$ cat config.mk
export PLATFORM = sky130hd
export DESIGN_NAME = mem_arbiter
export DESIGN_NICKNAME = d
export VERILOG_FILES = /design/src/rtl/mem_arbiter.sv
export SDC_FILE = /design/constraint.sdc
export NUM_CORES = 1
export LEC_CHECK = 0
export CAP_MARGIN = 15
export CORE_AREA = 2 2 121 123
export CTS_CLUSTER_DIAMETER = 80
export CTS_CLUSTER_SIZE = 24
export DETAILED_ROUTE_END_ITERATION = 10
export DIE_AREA = 0 0 123 125
export PLACE_DENSITY = 0.72
export SETUP_SLACK_MARGIN = 0.15
export SYNTH_ARGS = -nofsm -noshare
export SYNTH_HDL_FRONTEND = slang
export SYNTH_SLANG_ARGS = --single-unit
$ cat constraint.sdc
create_clock -name clk -period 1.9 [get_ports clk]
set_input_delay 0.285 -clock clk [delete_from_list [all_inputs] [get_ports clk]]
set_output_delay 0.285 -clock clk [all_outputs]
set_load 0.01 [all_outputs]
$ cat src/rtl/mem_arbiter.sv
// Two-master (instruction/data) to one-slave memory arbiter; optional MEM_ARBITER_RR_EN selects round-robin, else data priority with starvation guard.
// Latency: request on the bus one cycle after grant, response ready passed through combinationally, one idle cycle between transactions.
// Backpressure: the bus request is held frozen until memory_ready; the non-granted master simply waits with valid high.
module mem_arbiter #(
    parameter int unsigned STARVE_LIMIT = 4
) (
    input  logic        clk,
    input  logic        rst,
    input  logic        imem_valid,
    input  logic        imem_instr,
    input  logic [31:0] imem_addr,
    input  logic [31:0] imem_wdata,
    input  logic [3:0]  imem_wstrb,
    output logic [31:0] imem_rdata,
    output logic        imem_ready,
    input  logic        dmem_valid,
    input  logic        dmem_instr,
    input  logic [31:0] dmem_addr,
    input  logic [31:0] dmem_wdata,
    input  logic [3:0]  dmem_wstrb,
    output logic [31:0] dmem_rdata,
    output logic        dmem_ready,
    output logic        memory_valid,
    output logic        memory_instr,
    output logic [31:0] memory_addr,
    output logic [31:0] memory_wdata,
    output logic [3:0]  memory_wstrb,
    input  logic [31:0] memory_rdata,
    input  logic        memory_ready
);

    typedef enum logic {IDLE, BUSY} state_t;

    state_t state, state_nxt;
    logic   grant, grant_nxt;
    logic   load;
    logic   sel_d;

`ifdef MEM_ARBITER_RR_EN
    logic rr_ptr, rr_ptr_nxt;
`else
    localparam logic [3:0] LIMIT = STARVE_LIMIT[3:0];
    logic [3:0] starve_cnt, starve_cnt_nxt;
`endif

    always_comb begin
        state_nxt = state;
        grant_nxt = grant;
        load      = 1'b0;
        sel_d     = 1'b0;
`ifdef MEM_ARBITER_RR_EN
        rr_ptr_nxt = rr_ptr;
`else
        starve_cnt_nxt = starve_cnt;
`endif
        case (state)
            IDLE: begin
                if (imem_valid || dmem_valid) begin
                    load      = 1'b1;
                    state_nxt = BUSY;
`ifdef MEM_ARBITER_RR_EN
                    if (imem_valid && dmem_valid)
                        sel_d = rr_ptr;
                    else
                        sel_d = dmem_valid;
                    // Prefer whoever did not win this grant next time.
                    rr_ptr_nxt = ~sel_d;
`else
                    sel_d = dmem_valid && !(imem_valid && (starve_cnt == LIMIT));
                    if (!sel_d)
                        starve_cnt_nxt = 4'd0;
                    else if (imem_valid)
                        starve_cnt_nxt = starve_cnt + 4'd1;
`endif
                    grant_nxt = sel_d;
                end
            end
            BUSY: begin
                if (memory_ready)
                    state_nxt = IDLE;
            end
        endcase
    end

    always_ff @(posedge clk or negedge rst) begin
        if (!rst) begin
            state <= IDLE;
            grant <= 1'b0;
`ifdef MEM_ARBITER_RR_EN
            rr_ptr <= 1'b0;
`else
            starve_cnt <= 4'd0;
`endif
        end else begin
            state <= state_nxt;
            grant <= grant_nxt;
`ifdef MEM_ARBITER_RR_EN
            rr_ptr <= rr_ptr_nxt;
`else
            starve_cnt <= starve_cnt_nxt;
`endif
        end
    end

    // Bus registers load only on a grant and stay frozen while BUSY.
    always_ff @(posedge clk or negedge rst) begin
        if (!rst) begin
            memory_valid <= 1'b0;
            memory_instr <= 1'b0;
            memory_addr  <= 32'd0;
            memory_wdata <= 32'd0;
            memory_wstrb <= 4'd0;
        end else if (load) begin
            memory_valid <= 1'b1;
            memory_instr <= sel_d ? dmem_instr : imem_instr;
            memory_addr  <= sel_d ? dmem_addr  : imem_addr;
            memory_wdata <= sel_d ? dmem_wdata : imem_wdata;
            memory_wstrb <= sel_d ? dmem_wstrb : imem_wstrb;
        end else if (state == BUSY && memory_ready) begin
            memory_valid <= 1'b0;
        end
    end

    assign imem_ready = (state == BUSY) && !grant && memory_ready;
    assign dmem_ready = (state == BUSY) &&  grant && memory_ready;
    assign imem_rdata = memory_rdata;
    assign dmem_rdata = memory_rdata;

endmodule

==> impl_metrics.tcl <==
set metrics [dict create \
    dr.pass1.iters 5 \
    met1_length_um 5980 \
    drive_gt1_share_pct 6.74 \
    syn_to_final_growth_pct 50.6 \
    grt_max_degree 71 \
    gr-total-overflow 0 \
    synth_common_cells "dfrtp_1 (76), o21ai_0 (72), nor2_1 (70)" \
    endpoint_kind "flip-flop" \
    track_usage_pct 19.0 \
    dp.final_hpwl_um 10100 \
    met3_length_um 1540 \
    cts_tree "done" \
    grt_pass1_wl_um 23300 \
    drv_cap 0 \
    synthArstFlopShare_pct 100 \
    synth-seq-cells 76 \
    dp_slack_ns 0.0196 \
    worst_setup_hold_path_clk_slew_ns 0.06 \
    synth_edf_count 0 \
    ys_types 30 \
    port-buffer-count 214 \
    syn_nets 682 \
    final_nets 810 \
    yosys-top-cells-area "dfrtp_1 (43%), a41oi_1 (14%), buf_4 (11%), o21ai_0 (8.2%), a21oi_1 (7.8%)" \
    drt_iter0_markers 351 \
    initial_core_util_pct 31.1 \
    fin_crit_ns 1.66 \
    critPathMaxStageDelay_ns 0.42 \
    start_kind "flip-flop" \
    path_max_fanout 39 \
    clkSinkCount 76 \
    dr_wl_met2_um 7270 \
    slew_headroom_pct 66.8 \
    yosysSeqAreaShare_pct 43.1 \
    yosys.area.top_type "dfrtp_1" \
    routed_via_density 5.49 \
    rsz0062_at_grt "false" \
    routabilityCongestion 0.771 \
    path_class "reg -> reg" \
    fin_area_um2 6650 \
    critical_path.cell_chain "inv_1 > ha_1 > nand4b_1 > buf_4 > buf_12 > a41oi_1 > a21oi_1" \
    syn_area_um2 4410 \
    finalSetupViolations 0 \
    outcome "completed" \
    cp_slowest_cell "dfrtp_1" \
    ios 311 \
    place_inst 800 \
    highest_layer "met4" \
    die_y_um 125 \
    clock_latency_ns 0.33 \
    cts-root-buf "clkbuf_16" \
    hold_path.class "in -> async" \
    placed_area_um2 6260 \
    synth.top_cell.area_share_pct 43.1 \
    fin_crit_sh_pct 87.3 \
    power.density_nw_per_um2 1290 \
    power.leakage_uw 0.00251 \
    arrival_ns 1.87 \
    synth_area_per_cell_um2 8.74 \
    num_rows 44 \
    hold_slack_ns 0.441 \
    worstPathRequired_ns 2.11 \
    wl_per_cell_um 18.5 \
    netlist_instances 505 \
    routed_wirelength_um 15200 \
    hold_violations 0 \
    drc_errors 0 \
    max_clock_freq_mhz 603 \
    fin_ws_ns 0.242 \
    grt_pass1_vias 4561 \
    fin_tns_setup_ns 0 \
    cts_buffers 9 \
    antenna_left 0 \
    worst_slew_pin_slew_ns 0.498 \
    vdd_drop_max_v 0.000623 \
    finalMaxSlewViolations 0 \
    final_cells 822 \
    antenna_found_initial 0 \
    critPathBufInv 3 \
    cts_max_path_buffers 2 \
    n_antenna_cell 0 \
    synth_ff_type "dfrtp_1" \
    h-tree-depth 3 \
    yosysWarnings 0 \
    fp.dieW_um 123 \
    core-area_um2 14200 \
    vias 4510 \
    crit_family "buffers and inverters" \
    synth_most_common_cell "dfrtp_1" \
    die_area_um2 15400 \
    clock_skew_ns 0.00649 \
]
## metal layers
metal,global-route usage [%],vias up
met5,0,-
met4,8.09,0
met3,5.89,43
met2,30.8,264
met1,23.3,2163
li1,-,2040
## worst paths after layout
path	from	end	slack, ns	cells past startpoint
setup / recovery	starve_cnt[0]	memory_addr[18]	0.24	7
hold / removal	rst	memory_addr[17]	0.44	2
setup reg to reg	starve_cnt[0]	memory_addr[18]	0.24	7
hold reg to reg	memory_valid	memory_valid	0.51	2
max in group asynchronous	rst	state	0.84	3
min in group clk	imem_addr[1]	memory_addr[1]	0.51	3
## state kept, by name, indices dropped and copies added (netlist names)
| name | flops |
|---|---|
| memory_wdata | 32 |
| memory_instr | 1 |
| state | 1 |
| memory_addr | 32 |
| memory_valid | 1 |
| starve_cnt | 4 |
| memory_wstrb | 4 |
| grant | 1 |
## cells in the final DEF (no fill, tap or decap), drive strengths merged, types with 5 or more instances in the layout
| master | synthesis | routed |
|---|---|---|
| a21oi | 69 | 69 |
| a41oi | 69 | 69 |
| buf | 95 | 21 |
| clkbuf | 23 | 12 |
| clkdlybuf4s50 | 0 | 210 |
| dfrtp | 76 | 76 |
| inv | 4 | 5 |
| nand2 | 9 | 9 |
| nor2 | 70 | 70 |
| o21ai | 73 | 73 |
## final cells by class
cell class | instances | area [µm²]
timing repair buffer | 235 | 2430
multi-input combinational | 307 | 1760
clock inverter | 5 | 60.1
fill | 1338 | 7560
clock buffer | 11 | 243
tap | 184 | 230
sequential | 76 | 1900
inverter | 4 | 15.0
## cells by family after synthesis
family / after synthesis / share of synthesized area, %
compound gates: 215 / 30.5
mux: 1 / 0.227
flops: 76 / 43.1
simple gates: 89 / 8.31
fa+ha+maj: 2 / 0.567
buf+inv: 122 / 17.3
## through the flow
stage	total power, µW	utilization (%)
4_1_cts	8530	46.3
3_3_place_gp	6640	44.0
5_1_grt	9120	46.8
6_report	8570	46.8
2_1_floorplan	4660	-
3_5_place_dp	6730	44.0
## power by group
group	switching, µW	internal, µW	total [µW]
logic	1930	2140	4070
clock network	678	1060	1740
registers	448	2320	2760
## repair_timing
item	4_1_cts	5_1_grt
setup buffers	1	3
gates resized for setup	3	7
cloned	0	1
hold endpoints to repair	33	0
setup endpoints to repair	2	67
hold buffers	1	0
No activity file was read; power rests on OpenSTA's default activity.
